$ cat config.mk
export PLATFORM = sky130hd
export DESIGN_NAME = ps2_recv
export DESIGN_NICKNAME = d
export VERILOG_FILES = /design/src/rtl/ps2_recv.sv
export SDC_FILE = /design/constraint.sdc
export NUM_CORES = 1
export LEC_CHECK = 0
export CAP_MARGIN = 20
export CORE_ASPECT_RATIO = 1.75
export CORE_MARGIN = 1
export CORE_UTILIZATION = 40
export DETAILED_ROUTE_END_ITERATION = 8
export GPL_ROUTABILITY_DRIVEN = 0
export PLACE_DENSITY_LB_ADDON = 0.25
export SLEW_MARGIN = 15
export SYNTH_ARGS = -nofsm -noshare
export SYNTH_HDL_FRONTEND = slang
export SYNTH_SLANG_ARGS = --single-unit
$ cat constraint.sdc
create_clock -name clk_25mhz -period 2.4 [get_ports clk_25mhz]
set_clock_uncertainty 0.05 [all_clocks]
set_input_delay 0.6 -clock clk_25mhz [delete_from_list [all_inputs] [get_ports clk_25mhz]]
set_output_delay 0.6 -clock clk_25mhz [all_outputs]
set_load 0.005 [all_outputs]
$ cat src/rtl/ps2_recv.sv
// ps2_recv: PS/2 host receiver with line glitch filtering, 11-bit frame deframing
// and E0/F0 prefix decoding into key events.
module ps2_recv #(
  parameter int FILTER_LEN = 8,
  parameter int TIMEOUT    = 3750
) (
  input  logic       clk_25mhz,
  input  logic       resetn,
  input  logic       ps2_clk,
  input  logic       ps2_data,
  output logic [7:0] data,
  output logic       data_valid,
  output logic       parity_err,
  output logic       frame_err,
  output logic       busy,
  output logic [7:0] key_code,
  output logic       key_extended,
  output logic       key_release,
  output logic       key_valid
);
  localparam int FW = $clog2(FILTER_LEN + 1);
  localparam int TW = $clog2(TIMEOUT + 1);
  typedef enum logic [1:0] {IDLE, DATA, PARITY, STOP} state_t;
  state_t state_q, state_d;
  logic [1:0] csync_q, csync_d, dsync_q, dsync_d;
  logic [FW-1:0] ccnt_q, ccnt_d, dcnt_q, dcnt_d;
  logic cflt_q, cflt_d, dflt_q, dflt_d, cprev_q, cprev_d, fall_q, fall_d, bit_q, bit_d;
  logic [TW-1:0] to_q, to_d;
  logic [2:0] bitcnt_q, bitcnt_d;
  logic [7:0] sh_q, sh_d, data_q, data_d, code_q, code_d;
  logic par_q, par_d, dv_q, dv_d, pe_q, pe_d, fe_q, fe_d;
  logic ext_q, ext_d, rel_q, rel_d, kext_q, kext_d, krel_q, krel_d, kv_q, kv_d;
  logic timeout;
  // a line flips only after FILTER_LEN consecutive disagreeing samples
  always_comb begin
    csync_d = {csync_q[0], ps2_clk};
    dsync_d = {dsync_q[0], ps2_data};
    ccnt_d  = (csync_q[1] != cflt_q && ccnt_q != FW'(FILTER_LEN - 1)) ? ccnt_q + FW'(1) : '0;
    cflt_d  = (csync_q[1] != cflt_q && ccnt_q == FW'(FILTER_LEN - 1)) ? csync_q[1] : cflt_q;
    dcnt_d  = (dsync_q[1] != dflt_q && dcnt_q != FW'(FILTER_LEN - 1)) ? dcnt_q + FW'(1) : '0;
    dflt_d  = (dsync_q[1] != dflt_q && dcnt_q == FW'(FILTER_LEN - 1)) ? dsync_q[1] : dflt_q;
    cprev_d = cflt_q;
    fall_d  = cprev_q & ~cflt_q;
    bit_d   = dflt_q;
  end
  always_comb begin
    state_d  = state_q;
    bitcnt_d = bitcnt_q;
    sh_d     = sh_q;
    par_d    = par_q;
    data_d   = data_q;
    dv_d     = 1'b0;
    pe_d     = 1'b0;
    fe_d     = 1'b0;
    timeout  = state_q != IDLE && to_q == TW'(TIMEOUT - 1);
    to_d     = (fall_q || state_q == IDLE) ? '0 : to_q + TW'(1);
    if (timeout) begin
      state_d = IDLE;
      fe_d    = 1'b1;
      sh_d    = '0;
      to_d    = '0;
    end else if (fall_q) begin
      case (state_q)
        IDLE: begin
          state_d  = bit_q ? IDLE : DATA;
          bitcnt_d = '0;
        end
        DATA: begin
          sh_d     = {bit_q, sh_q[7:1]};
          bitcnt_d = bitcnt_q + 3'd1;
          state_d  = (bitcnt_q == 3'd7) ? PARITY : DATA;
        end
        PARITY: begin
          par_d   = bit_q;
          state_d = STOP;
        end
        default: begin
          state_d = IDLE;
          fe_d    = ~bit_q;
          pe_d    = bit_q & ~^{sh_q, par_q};
          dv_d    = bit_q & ^{sh_q, par_q};
          data_d  = (bit_q & ^{sh_q, par_q}) ? sh_q : data_q;
        end
      endcase
    end
  end
  // prefixes accumulate until a plain byte completes the key event
  always_comb begin
    ext_d  = ext_q;
    rel_d  = rel_q;
    code_d = code_q;
    kext_d = kext_q;
    krel_d = krel_q;
    kv_d   = 1'b0;
    if (pe_q || fe_q) begin
      ext_d = 1'b0;
      rel_d = 1'b0;
    end else if (dv_q) begin
      if (data_q == 8'hE0) ext_d = 1'b1;
      else if (data_q == 8'hF0) rel_d = 1'b1;
      else begin
        code_d = data_q;
        kext_d = ext_q;
        krel_d = rel_q;
        kv_d   = 1'b1;
        ext_d  = 1'b0;
        rel_d  = 1'b0;
      end
    end
  end
  always_ff @(posedge clk_25mhz or negedge resetn) begin
    if (!resetn) begin
      csync_q  <= 2'b11;
      dsync_q  <= 2'b11;
      ccnt_q   <= '0;
      dcnt_q   <= '0;
      cflt_q   <= 1'b1;
      dflt_q   <= 1'b1;
      cprev_q  <= 1'b1;
      fall_q   <= 1'b0;
      bit_q    <= 1'b1;
      state_q  <= IDLE;
      to_q     <= '0;
      bitcnt_q <= '0;
      sh_q     <= '0;
      par_q    <= 1'b0;
      data_q   <= '0;
      dv_q     <= 1'b0;
      pe_q     <= 1'b0;
      fe_q     <= 1'b0;
      ext_q    <= 1'b0;
      rel_q    <= 1'b0;
      code_q   <= '0;
      kext_q   <= 1'b0;
      krel_q   <= 1'b0;
      kv_q     <= 1'b0;
    end else begin
      csync_q  <= csync_d;
      dsync_q  <= dsync_d;
      ccnt_q   <= ccnt_d;
      dcnt_q   <= dcnt_d;
      cflt_q   <= cflt_d;
      dflt_q   <= dflt_d;
      cprev_q  <= cprev_d;
      fall_q   <= fall_d;
      bit_q    <= bit_d;
      state_q  <= state_d;
      to_q     <= to_d;
      bitcnt_q <= bitcnt_d;
      sh_q     <= sh_d;
      par_q    <= par_d;
      data_q   <= data_d;
      dv_q     <= dv_d;
      pe_q     <= pe_d;
      fe_q     <= fe_d;
      ext_q    <= ext_d;
      rel_q    <= rel_d;
      code_q   <= code_d;
      kext_q   <= kext_d;
      krel_q   <= krel_d;
      kv_q     <= kv_d;
    end
  end
  assign data         = data_q;
  assign data_valid   = dv_q;
  assign parity_err   = pe_q;
  assign frame_err    = fe_q;
  assign busy         = state_q != IDLE;
  assign key_code     = code_q;
  assign key_extended = kext_q;
  assign key_release  = krel_q;
  assign key_valid    = kv_q;
endmodule

==> reports/metrics.csv <==
stage,metric,value,unit
critical_path,CP Cell Sequence,"nor2_1, inv_1, clkdlybuf4s50_1",
routing,via/cell ratio,4.89,
clock_network,Sink Count,67,
placement,pre-CTS WS,0.377,ns
sta,minimum clock period,2.31,ns
critical_path,Crit Path Class,flop to output port,
global_route,GRT overflow,0,
floorplanning,Starting Density,0.414,
synthesis,Commonest cells post-synth,"dfrtp_1, nor2_1, mux2_2, xnor2_1, inv_1",
sta,Final Hold Vio Count,0,
synthesis,Synth Flop Type,dfrtp_1,
synthesis,syn avg cell area,12.2,µm²
clock_network,H-tree levels,3,
sta,slew margin rel.,0.634,
clock_network,TritonCTS buffer count,9,
clock_network,Clock Path Buffers,2,
floorplanning,Die H,113,µm
final_layout,Area growth syn-to-layout,24.3,%
global_route,first-pass GRT wire length,8.21,mm
synthesis,ys async rst share,1.00,
final_layout,share of layout cells above drive strength 1,0.190,
floorplanning,row cnt,40,
sta,setup TNS,0,ns
hold_path,worst min-delay path category,input pin to async pin,
critical_path,Crit path required time,1.75,ns
clock_network,Post-CTS Setup Bufs,0,
critical_path,FF-to-FF Start,data[2]$_DFFE_PN0P_,
critical_path,critical path's top delay family,buffers and inverters,
clock_network,root buffer cell,clkbuf_16,
synthesis,synthesized instance count,232,
sta,Finish-stage setup viols,0,
critical_path,CP Launch Type,flop,
critical_path,worst r2r dst,key_code[7]$_DFFE_PN0P_,
synthesis,top-area cell type share of the netlist area,0.520,
sta,RSZ-0062 raised after global routing,no,
placement,cell count after placement,341,
critical_path,CP endpoint kind,output port,
final_layout,"Net count, final",278,
synthesis,syn_nets,242,
global_route,vias in the first global route,1761,
floorplanning,Die W,65.7,µm
routing,routed length per placed instance,13.2,µm
critical_path,R2R depth,4,
clock_network,cts hold-fix bufs,0,
sta,WHS,0.197,ns
sta,final worst slack,0.0922,ns
routing,drt total wl,4.71,mm
global_route,"Most Used Layer, Global Route",met2,
critical_path,Worst path depth,3,
synthesis,Area contributors post-synth,"dfrtp_1, mux2_2, dfstp_2",
global_route,GRT Util Overall,0.153,
pwr,power per cell area,909,nW/µm²
final_layout,Finished Layout Cells,357,
critical_path,Worst Path Arrival,1.66,ns
global_route,initial antenna violation count,0,
synthesis,top-count cell post-synth,dfrtp_1,
synthesis,"EDFF count, synth",0,
placement,PortBufs,26,
sta,pins over their slew limit,0,
placement,dpl cell area,3220,µm²
pwr,VDD IR max,0.587,mV
clock_network,"Clk Latency, worst-skew pair",0.33,ns
global_route,GRT met3 Usage,0.0610,
critical_path,"slowest stage cell, crit path",dfrtp_1,
global_route,M2 GR Usage,0.256,
critical_path,crit path to,busy,
routing,post-route ant nets,0,
synthesis,sequential share of the synthesized area,0.594,
sta,Final period util,0.962,
sta,Worst Tran Pin Value,0.548,ns
global_route,met1 Usage GRT,0.152,
global_route,largest net degree at the start of global routing,28,
synthesis,Ys Warns,0,
synthesis,post-synth cell types,34,
synthesis,"FF+latch count, synth",67,
final_layout,Antenna diodes,0,
pwr,LEAKAGE,1.74,nW
routing,initial DRC count,43,
routing,drt drc,0,
floorplanning,total die area,7450,µm²
critical_path,worst reg2reg setup slack,0.43,ns
final_layout,fillcell total,623,
placement,dpl hpwl,3.43,mm
sta,Fmax,0.433,GHz
critical_path,CP Max Fanout,10,
final_layout,fin area,3530,µm²
outcome,status,finished clean,
synthesis,"area leader, netlist",dfrtp_1,
job,max-cap violations,0,
critical_path,worst stage delay on the critical path,0.48,ns
clock_network,PostCTS Resize Cnt,0,
routing,Via Count,1747,
routing,First-pass DRT Iterations,3,
synthesis,synthesized area,2840,µm²
critical_path,Bufs and invs on worst path,2,
floorplanning,I/O pins,27,
clock_network,CTS tree,built,
floorplanning,CORE AREA,6860,µm²
critical_path,Worst Setup SP,state_q[1]$_DFFE_PN0P_,
clock_network,clock-pin slew on the worst setup and hold paths,0.05,ns
==> power breakdown <==
group,internal (W),switching (W),total [W]
registers,0.00129,0.000138,0.00143
clock network,0.000889,0.000434,0.00132
logic,0.000213,0.000242,0.000454
total,0.00239,0.000813,0.00321
==> area by class of cell <==
cell class	instances	area, µm²	area share
timing repair buffer	31	305	0.0865
inverter	12	45.0	0.0128
sequential	67	1690	0.478
clock buffer	15	278	0.0787
tap	84	105	0.0298
multi-input combinational	147	1080	0.306
clock inverter	1	30.0	0.00851
==> layout by cell type (no fill, tap or decap), types with 2 or more instances in the layout <==
cell type	Yosys	routed
nand2_1	6	6
nor2_1	35	35
inv_1	12	12
xnor2_1	13	13
ha_1	6	6
nor3b_1	2	2
clkbuf_1	2	3
or3_1	3	3
buf_4	0	4
clkbuf_16	0	9
nand3b_1	2	2
dfstp_2	8	8
o21ai_0	5	5
mux2_2	20	20
clkdlybuf4s50_1	0	25
and3_1	4	4
nor3_1	3	3
nand4b_1	3	3
dfrtp_1	59	59
clkbuf_8	0	3
mux2i_1	8	8
a21oi_1	5	5
nand3_1	10	10
xor2_1	7	7
nand2b_1	3	3
==> kinds of logic after synthesis <==
| logic type | share of synthesized area |
|---|---|
| mux | 0.108 |
| flops | 0.594 |
| fa+ha+maj | 0.0265 |
| buf+inv | 0.0256 |
| simple gates | 0.146 |
| xor+xnor | 0.0754 |
| compound gates | 0.0242 |
==> worst min-delay path by stage <==
stage | startpoint | end | slack, ns | depth (start not counted)
after floorplan | resetn | bitcnt_q[0]$_DFFE_PN0P_ | 0.25 | 0
after global placement | csync_q[0]$_DFF_PN1_ | csync_q[1]$_DFF_PN1_ | 0.30 | 0
after detailed placement | csync_q[0]$_DFF_PN1_ | csync_q[1]$_DFF_PN1_ | 0.30 | 0
after CTS | resetn | key_code[4]$_DFFE_PN0P_ | 0.20 | 1
after global routing | resetn | key_extended$_DFFE_PN0P_ | 0.23 | 1
final | resetn | key_release$_DFFE_PN0P_ | 0.20 | 1
==> routing by layer <==
| layer | routed length, µm | part of all wire |
|---|---|---|
| met1 | 1830 | 0.39 |
| met2 | 2510 | 0.53 |
| met3 | 197 | 0.042 |
| met4 | 174 | 0.037 |
| met5 | 0 | 0 |
==> flip-flops by register name, indices dropped and copies added, names as in the netlist, 2 cells and up <==
name / cells
state_q: 2
dcnt_q: 4
key_code: 8
to_q: 12
sh_q: 8
data: 8
csync_q: 2
ccnt_q: 4
dsync_q: 2
bitcnt_q: 3
==> metrics by stage <==
stage / total power [W] / utilization
floorplan: 0.00178 / -
global placement: 0.00190 / 0.470
detailed placement: 0.00191 / 0.470
CTS: 0.00327 / 0.515
global route: 0.00339 / 0.515
finish: 0.00321 / 0.515
(Power assumes the default switching activity.)
